[config.mk]
export PLATFORM = sky130hd
export DESIGN_NAME = password_enumerator
export DESIGN_NICKNAME = d
export VERILOG_FILES = /design/src/rtl/cracker_pkg.sv /design/src/rtl/odometer_digit.sv /design/src/rtl/password_enumerator.sv
export SDC_FILE = /design/constraint.sdc
export NUM_CORES = 1
export LEC_CHECK = 0
export BUFFER_PORTS_ARGS = -buffer_cell sky130_fd_sc_hd__buf_2
export CORE_MARGIN = 2
export CORE_UTILIZATION = 35
export CTS_CLUSTER_DIAMETER = 200
export DETAILED_ROUTE_END_ITERATION = 10
export PLACE_DENSITY = 0.57
export SYNTH_ARGS = -nofsm -noshare
export SYNTH_HDL_FRONTEND = slang
export SYNTH_SLANG_ARGS = --single-unit
[constraint.sdc]
create_clock -name clk -period 5.5 [get_ports clk]
set_clock_uncertainty 0.15 [all_clocks]
set_input_delay 1.1 -clock clk [delete_from_list [all_inputs] [get_ports clk]]
set_output_delay 1.1 -clock clk [all_outputs]
set_load 0.005 [all_outputs]
[src/rtl/cracker_pkg.sv]
// Shared definitions for the password cracker: FSM encoding, character-set defaults,
// length-field width and start-parameter validation used by every cracker block.
package cracker_pkg;

    localparam logic [7:0] DEF_CHAR_FIRST = 8'h20;
    localparam logic [7:0] DEF_CHAR_LAST  = 8'h7E;
    localparam int         DEF_MAX_CHARS  = 20;
    localparam int         LEN_W          = 5;
    localparam int         INDEX_W        = 48;

    typedef logic [LEN_W-1:0] len_t;

    typedef enum logic [1:0] {
        ST_IDLE = 2'b00,
        ST_EMIT = 2'b01,
        ST_DONE = 2'b10
    } enum_state_t;

    // A length range is usable when it is non-empty, starts at 1 and fits the buffer.
    function automatic logic lengths_ok(input len_t min_len, input len_t max_len,
                                        input int max_chars);
        return (min_len != {LEN_W{1'b0}}) && (min_len <= max_len) &&
               (int'(max_len) <= max_chars);
    endfunction

endpackage

[src/rtl/odometer_digit.sv]
// One character position of the enumeration odometer: wraps CHAR_LAST -> CHAR_FIRST
// and reports a carry when incremented at CHAR_LAST.
module odometer_digit #(
    parameter logic [7:0] CHAR_FIRST = 8'h20,
    parameter logic [7:0] CHAR_LAST  = 8'h7E
) (
    input  logic       clk,
    input  logic       reset_n,
    input  logic       clear,
    input  logic       reload,
    input  logic       inc_en,
    output logic [7:0] value,
    output logic       at_last,
    output logic       carry_out
);
    logic [7:0] value_r;

    // Character register: clear beats reload beats increment.
    always_ff @(posedge clk or negedge reset_n) begin
        if (!reset_n) begin
            value_r <= 8'h00;
        end else if (clear) begin
            value_r <= 8'h00;
        end else if (reload) begin
            value_r <= CHAR_FIRST;
        end else if (inc_en) begin
            value_r <= (value_r == CHAR_LAST) ? CHAR_FIRST : value_r + 8'd1;
        end else begin
            value_r <= value_r;
        end
    end

    assign value     = value_r;
    assign at_last   = (value_r == CHAR_LAST);
    assign carry_out = inc_en && at_last;

endmodule

[src/rtl/password_enumerator.sv]
// Password candidate enumerator: walks every string over [CHAR_FIRST, CHAR_LAST] from
// min_length to max_length, char[0] fastest, one candidate per valid/ready handshake.
module password_enumerator
    import cracker_pkg::*;
#(
    parameter logic [7:0] CHAR_FIRST = DEF_CHAR_FIRST,
    parameter logic [7:0] CHAR_LAST  = DEF_CHAR_LAST,
    parameter int         MAX_CHARS  = DEF_MAX_CHARS
) (
    input  logic                   clk,
    input  logic                   reset_n,
    input  logic                   start,
    input  logic                   abort,
    input  logic [4:0]             min_length,
    input  logic [4:0]             max_length,
    input  logic                   cand_ready,
    output logic                   cand_valid,
    output logic [8*MAX_CHARS-1:0] cand_password,
    output logic [4:0]             cand_length,
    output logic                   busy,
    output logic                   exhausted,
    output logic                   param_error,
    output logic [47:0]            cand_index
);
    enum_state_t          state_r;
    enum_state_t          state_nxt_s;
    len_t                 len_r;
    len_t                 max_len_r;
    logic [INDEX_W-1:0]   idx_r;
    logic                 valid_r;
    logic                 exh_r;
    logic                 perr_r;
    logic                 hs_s;
    logic                 top_carry_s;
    logic                 load_s;
    logic                 perr_s;
    logic                 grow_s;
    logic                 finish_s;
    logic [MAX_CHARS-1:0] inc_en_s;
    logic [MAX_CHARS-1:0] carry_s;
    logic [MAX_CHARS-1:0] at_last_s;
    logic [MAX_CHARS-1:0] clear_s;
    logic [MAX_CHARS-1:0] reload_s;

    // Abort overrides any handshake, so no advance happens on an aborting edge.
    assign hs_s = (state_r == ST_EMIT) && cand_ready && !abort;

    // State register.
    always_ff @(posedge clk or negedge reset_n) begin
        if (!reset_n) begin
            state_r <= ST_IDLE;
        end else begin
            state_r <= state_nxt_s;
        end
    end

    // Next-state and control decode.
    always_comb begin
        state_nxt_s = state_r;
        load_s      = 1'b0;
        perr_s      = 1'b0;
        grow_s      = 1'b0;
        finish_s    = 1'b0;
        case (state_r)
            ST_IDLE, ST_DONE: begin
                if (abort) begin
                    state_nxt_s = ST_IDLE;
                end else if (start) begin
                    if (lengths_ok(min_length, max_length, MAX_CHARS)) begin
                        load_s      = 1'b1;
                        state_nxt_s = ST_EMIT;
                    end else begin
                        perr_s      = 1'b1;
                        state_nxt_s = ST_DONE;
                    end
                end else begin
                    state_nxt_s = state_r;
                end
            end
            ST_EMIT: begin
                if (abort) begin
                    state_nxt_s = ST_IDLE;
                end else if (hs_s && top_carry_s) begin
                    if (len_r < max_len_r) begin
                        grow_s = 1'b1;
                    end else begin
                        finish_s    = 1'b1;
                        state_nxt_s = ST_DONE;
                    end
                end else begin
                    state_nxt_s = ST_EMIT;
                end
            end
            default: begin
                state_nxt_s = ST_IDLE;
            end
        endcase
    end

    // Increment enables: position i steps when every lower active position sits at CHAR_LAST.
    always_comb begin
        logic run_v;
        run_v    = 1'b1;
        inc_en_s = {MAX_CHARS{1'b0}};
        for (int i = 0; i < MAX_CHARS; i++) begin
            inc_en_s[i] = hs_s && run_v && (i < int'(len_r));
            run_v       = run_v && at_last_s[i];
        end
    end

    // Carry leaving the most significant active position.
    always_comb begin
        top_carry_s = 1'b0;
        for (int i = 0; i < MAX_CHARS; i++) begin
            top_carry_s = top_carry_s | ((i == int'(len_r) - 1) && carry_s[i]);
        end
    end

    // Reload/clear: a start fills 0..min-1 and zeroes the rest; a length step refills 0..len.
    always_comb begin
        clear_s  = {MAX_CHARS{1'b0}};
        reload_s = {MAX_CHARS{1'b0}};
        for (int i = 0; i < MAX_CHARS; i++) begin
            clear_s[i]  = load_s && !(i < int'(min_length));
            reload_s[i] = (load_s && (i < int'(min_length))) ||
                          (grow_s && (i <= int'(len_r)));
        end
    end

    for (genvar g = 0; g < MAX_CHARS; g++) begin : g_digit
        odometer_digit #(
            .CHAR_FIRST (CHAR_FIRST),
            .CHAR_LAST  (CHAR_LAST)
        ) u_digit (
            .clk        (clk),
            .reset_n    (reset_n),
            .clear      (clear_s[g]),
            .reload     (reload_s[g]),
            .inc_en     (inc_en_s[g]),
            .value      (cand_password[8*g +: 8]),
            .at_last    (at_last_s[g]),
            .carry_out  (carry_s[g])
        );
    end

    // Length, index and status registers.
    always_ff @(posedge clk or negedge reset_n) begin
        if (!reset_n) begin
            len_r     <= {LEN_W{1'b0}};
            max_len_r <= {LEN_W{1'b0}};
            idx_r     <= {INDEX_W{1'b0}};
            valid_r   <= 1'b0;
            exh_r     <= 1'b0;
            perr_r    <= 1'b0;
        end else begin
            valid_r <= (state_nxt_s == ST_EMIT);
            if (load_s) begin
                len_r     <= min_length;
                max_len_r <= max_length;
                idx_r     <= {INDEX_W{1'b0}};
                exh_r     <= 1'b0;
                perr_r    <= 1'b0;
            end else if (perr_s) begin
                exh_r  <= 1'b0;
                perr_r <= 1'b1;
            end else if (hs_s) begin
                idx_r <= idx_r + 48'd1;
                len_r <= grow_s ? len_r + 5'd1 : len_r;
                exh_r <= exh_r | finish_s;
            end else begin
                idx_r <= idx_r;
            end
        end
    end

    assign cand_valid  = valid_r;
    assign busy        = valid_r;
    assign cand_length = len_r;
    assign cand_index  = idx_r;
    assign exhausted   = exh_r;
    assign param_error = perr_r;

endmodule

---- After elaboration in Yosys (flattened, before gate mapping) ----
Cells that the tools add are included.
W data, S select, Z words.
storage, ports and cells
  flip-flop bits (word level) ............. 223
  input bits .............................. 15
  output and inout port bits .............. 217
cells by class
  $add $sub $neg .......................... 23
  order comparisons ....................... 62
  eq/ne operators ......................... 43
  muxes and demuxes ....................... 115
  bitwise operators ....................... 20
  reductions and logical operators ........ 232
operators by type and width
  operator                 number
  $mux W8                  80
  $logic_and A1 B1 Y1      161
  $add A8 B1 Y8 const B    20
  $eq A8 B7 Y1 const B     20
  $mux W48                 3
  $lt A4 B5 Y1 const A     16
  $reduce_bool A3 Y1       21
  $add A48 B1 Y48 const B  1
  $eq A5 B6 Y1 const A     8
  $le A4 B5 Y1 const A     8
  $lt A3 B5 Y1 const A     8
  $lt A5 B5 Y1 const A     8
  $logic_not A32 Y1        1
  $eq A4 B6 Y1 const A     4
  $eq A6 B6 Y1 const A     4
  $logic_not A1 Y1         21
  $mux W1                  21
  $le A3 B5 Y1 const A     4
  $le A5 B5 Y1 const A     4
  $logic_or A1 B1 Y1       20
  $lt A1 B5 Y1 const A     4
  $lt A2 B5 Y1 const A     4
  $mux W5                  4
  $or A1 B1 Y1             20
  other kinds (20)         30

---- Depth between registers and ports, before layout ----
  word-level depth ........................ 34
  gate-level depth with buffers ........... 15
  depth with buffers taken out ............ 11

---- Modules after synthesis ----
A second synthesis with hierarchy kept.
second synthesis, totals
  cell total of the unflattened synthesis .. 1,543
  area total of the unflattened synthesis .. 13,560.5 um^2
modules (own cells, without submodules)
  module               times used  cells each  area each (um^2)
  odometer_digit       20          49          449.2
  password_enumerator  1           563         4,576.9

---- Worst setup path before layout ----
OpenSTA, ideal clock, no wires.
  path type ............................... input port to flip-flop
  start ................................... input min_length[0]
  end ..................................... register len_r[1], in the netlist cand_length[1]
  arrival ................................. 3.542 ns
  setup slack ............................. 1.726 ns
  cell stages on the path ................. 10
  buffers on the path ..................... 4
  cells stage by stage .................... clkbuf_1 > inv_1 > ha_1 > o221a_2 > o2111ai_1 > buf_1 > buf_2 > clkbuf_1 > nor2_1 > a31oi_1
on the way
  word-level cells in the longest chain between the ends .. 9
ends and longest elaborated chain
  what                                                                 RTL line                    text
  from (decl)                                                          password_enumerator.sv:14   input logic [4:0] min_length,
  $le A5 B5 Y1 / $reduce_bool A5 Y1 (equally long branches)            cracker_pkg.sv:22           return (min_len != {LEN_W{1'b0}}) && (min_len <= max_len) &&
  $logic_and A1 B1 Y1 * (2 in series)                                  cracker_pkg.sv:22
  $mux W1                                                              password_enumerator.sv:69   if (lengths_ok(min_length, max_length, MAX_CHARS)) begin
  $mux W1                                                              password_enumerator.sv:68   end else if (start) begin
  $mux W1                                                              password_enumerator.sv:66   if (abort) begin
  $mux W1                                                              password_enumerator.sv:64   case (state_r)
  $ne A2 B2 Y1 (no line) / $reduce_bool A2 Y1 (equally long branches)  -
  $reduce_and A3 Y1 (no line)                                          -
  to (signal assigned)                                                 password_enumerator.sv:149  len_r <= {LEN_W{1'b0}};
  to (signal assigned)                                                 password_enumerator.sv:158  len_r <= min_length;
  to (signal assigned)                                                 password_enumerator.sv:168  len_r <= grow_s ? len_r + 5'd1 : len_r;
  to (decl)                                                            password_enumerator.sv:27   len_t len_r;
Mark *: on every way between the ends. The rest lies on a longest branch, timed or not.
A chain may end at the register's enable or synchronous reset.

---- Worst setup path in the final report ----
  start ................................... register len_r[1], in the netlist cand_length[1]
  end ..................................... register g_digit[3].u_digit.value_r[2]
on the way
  word-level cells in the longest chain between the ends .. 31
ends and longest elaborated chain
  what                                                                    RTL line              text
  parallel branches: the longest is 31 deep, another holds $sub A5 B1 Y6  -
  to (signal assigned)                                                    odometer_digit.sv:27  value_r <= (value_r == CHAR_LAST) ? CHAR_FIRST : value_r + 8'd1;
  to (signal assigned)                                                    odometer_digit.sv:29  value_r <= value_r;
  to (decl)                                                               odometer_digit.sv:16  logic [7:0] value_r;
Parallel ways; which one is timed is not known.

==> results.sh <==
export IMPL_outcome="completed"
export IMPL_r2r_end="g_digit[3].u_digit.value[2]"
export IMPL_stdcell_count=2411
export IMPL_swShare=0.313
export IMPL_final_cell_mix="230 x buf_2, 223 x dfrtp_1, 202 x nor2_1, 146 x nand2_1, 136 x a21oi_1"
export IMPL_power_density_mw_per_mm2=271
export IMPL_viasPerCell=5.60
export IMPL_synth_edf_count=0
export IMPL_synthFlopType="dfrtp_1"
export IMPL_initial_utilization=0.353
export IMPL_max_stage_delay_ns=0.66
export IMPL_cts_max_level=1
export IMPL_antenna_found_initial=0
export IMPL_slew_viol_final=0
export IMPL_worst_path_dominant_cell_family="simple AND/OR/NAND/NOR gates"
export IMPL_cts_buffers=27
export IMPL_drcViolationCount=0
export IMPL_fillers=3984
export IMPL_setup_tns_ns=0
export IMPL_synth_top_area_frac=0.400
export IMPL_min_from="max_len_r[0]"
export IMPL_dpl_cell_area_mm2=0.0157
export IMPL_async_flop_share=1.00
export IMPL_reg2reg_depth=11
export IMPL_synth_area_leader_cell="dfrtp_1"
export IMPL_netlist_cell_type_count=90
export IMPL_finalCriticalPeriod_ns=4.47
export IMPL_drt_pass1_iter_count=7
export IMPL_grt_pass1_vias=12600
export IMPL_power_mw=4.50
export IMPL_finalSetupViolations=0
export IMPL_routedWlPerCell_um=18.8
export IMPL_grt_pass1_wl_mm=71.0
export IMPL_clock_latency_ns=0.55
export IMPL_die_x_um=204
export IMPL_required_ns=5.78
export IMPL_finalCritPeriodShare=0.812
export IMPL_max_freq_ghz=0.224
export IMPL_crit_type="reg -> reg"
export IMPL_drive_above_1_share=0.188
export IMPL_drtIter0Drc=938
export IMPL_synth_seq_cells=223
export IMPL_grt_remaining_overflow=0
export IMPL_postCtsHoldBufs=0
export IMPL_gp_congestion=0.901
export IMPL_crit_arrival_ns=4.75
export IMPL_dp_cells=2363
export IMPL_worstSetupStartpointType="flop"
export IMPL_setup_reg_to_reg_worst_slack_ns=1.03
export IMPL_ys_seq_area_frac=0.400
export IMPL_postCtsSetupBuffers=0
export IMPL_synth_cells=1640
export IMPL_crit_fanout=20
export IMPL_comb_power_share=0.188
export IMPL_dieArea_mm2=0.0415
export IMPL_detail_route_antenna_nets=0
export IMPL_yosys_warnings=0
export IMPL_top_layer="met4"
export IMPL_multi_input_area_mm2=0.00790
export IMPL_cp_num_buf_inv=1
export IMPL_fin_nets=1938
export IMPL_n_antenna_cell=0
export IMPL_rows=73
export IMPL_ys_top_cells_by_area="dfrtp_1 40%, nor2_1 5.4%, ha_1 5.0%"
export IMPL_layout_commonest_cell="buf_2"
export IMPL_clk_pin_slew_ns=0.06
export IMPL_tightest_slew_ns=1.01
export IMPL_crit_start="cand_length[1]"
export IMPL_p_clk_frac=0.402
export IMPL_num_vias=13500
export IMPL_routed_wl_mm=45.4
export IMPL_p_switching_mw=1.41
export IMPL_p_int_mw=3.09
export IMPL_grt_max_degree=103
export IMPL_fin_area_mm2=0.0166
export IMPL_r2r_start="cand_length[1]"
export IMPL_die_h_um=204
export IMPL_cap_violations=0
export IMPL_hold_depth=2
export IMPL_core_mm2=0.0395
export IMPL_area_delta_synth_final_pct=19.1
export IMPL_rsz0062_at_grt="false"
export IMPL_leakagePower_nw=7.53
export IMPL_slew_headroom=0.321
export IMPL_crit_path_end_kind="flop"
export IMPL_regArea_mm2=0.00558
export IMPL_vdd_ir_drop_max_uv=166
export IMPL_syn_nets=1711
export IMPL_utilization=0.420
export IMPL_final_hold_viol_count=0
export IMPL_cpMaxStageDelayCell="dfrtp_1"
export IMPL_seq_power_share=0.409
export IMPL_dr_wl_met2_mm=20.9
export IMPL_hold_class="reg -> reg"
export IMPL_clkSinkCount=223
export IMPL_hpwl_mm=33.1
export IMPL_whs_endpoint="max_len_r[0]"
export IMPL_met1_length_mm=20.5
export IMPL_netlist_area_mm2=0.0140
export IMPL_synth_avg_cell_area_um2=8.51
export IMPL_cts_resized=0
export IMPL_cts_tree="built"
export IMPL_io_pins=232
export IMPL_wl_met3_mm=2.77
export IMPL_worstPathCellList="inv_1 -> ha_1 -> or3b_1 -> a22oi_4 -> nand3_1 -> or4b_1 -> o2111ai_1 -> a2111o_1 -> and2_1 -> nand2_1 -> and3_1"
export IMPL_clk_path_buf_depth=3
export IMPL_portBuffers=231
export IMPL_cts_root_buffer="clkbuf_16"
export IMPL_grt_use_total=0.212
==> final cells by class <==
type	instances	share of cell area
tap	525	0.0395
sequential	223	0.336
timing repair buffer	259	0.0835
multi-input combinational	1300	0.475
clock inverter	5	0.00452
inverter	56	0.0126
clock buffer	43	0.0491
==> worst max-delay path by stage <==
stage | to | cells after the start
floorplan | cand_length[1] | 10
global placement | g_digit[3].u_digit.value[0] | 11
detailed placement | g_digit[3].u_digit.value[0] | 11
CTS | g_digit[3].u_digit.value[0] | 11
global route | g_digit[3].u_digit.value[0] | 11
finish | g_digit[3].u_digit.value[2] | 11
==> power by group through the flow <==
stage	clock, mW	sequential, mW	combinational [mW]
floorplan	0	1.82	0.547
global placement	0	1.87	0.828
detailed placement	0	1.87	0.836
CTS	1.85	1.84	0.839
global route	1.92	1.86	0.929
finish	1.81	1.84	0.848
==> cells in the mapped netlist (all sizes together), types with 10 or more instances <==
master and count:
inv 56, a211oi 11, nand2 148, xor2 49, nor3 53, o21ai 120, nor4 16, nor2b 20
o31ai 11, clkbuf 39, nand3b 13, buf 22, nor2 203, a21o 11, or3 50, dfrtp 223
nand2b 12, nand3 109, ha 56, and3 39, a31oi 23, nand4 42, a21oi 136, xnor2 18
and2 17, and4 10
==> worst reg2reg max path, delay by kind of cell (launching register included) <==
| family | cells | cell delay (ns) |
|---|---|---|
| AO/OA/AOI/OAI | 3 | 0.65 |
| adder cells (fa/ha/maj) | 1 | 0.35 |
| buffers and inverters | 1 | 0.29 |
| flip-flops | 1 | 0.66 |
| AND/OR/NAND/NOR | 6 | 2.27 |
==> metal layers <==
layer  vias up  global-route usage
met2       434               0.340
met1      6628               0.290
met5         -                   0
li1       6377                   -
met3        71              0.0379
met4         0              0.0704
==> state kept, by name (all words and copies together), names as in the netlist <==
signal	count
busy	1
cand_index	48
cand_length	5
exhausted	1
g_digit.u_digit.value	160
max_len_r	5
param_error	1
state_r	2
==> metrics by stage <==
step           worst slack [ns]  hold WS (ns)
6_report                   1.03         0.343
5_1_grt                   0.873         0.368
4_1_cts                    1.15         0.350
3_5_place_dp              0.927         0.328
3_3_place_gp               1.07         0.323
2_1_floorplan              1.73         0.297
==> kinds of logic after synthesis <==
kind of cell,share of synthesized area
AND/OR/NAND/NOR,0.294
multiplexers,0.00502
buffers and inverters,0.0359
adder cells (fa/ha/maj),0.0502
flip-flops,0.400
XOR/XNOR,0.0420
AO/OA/AOI/OAI,0.173
Note: power is estimated with default switching activity, not from simulation.
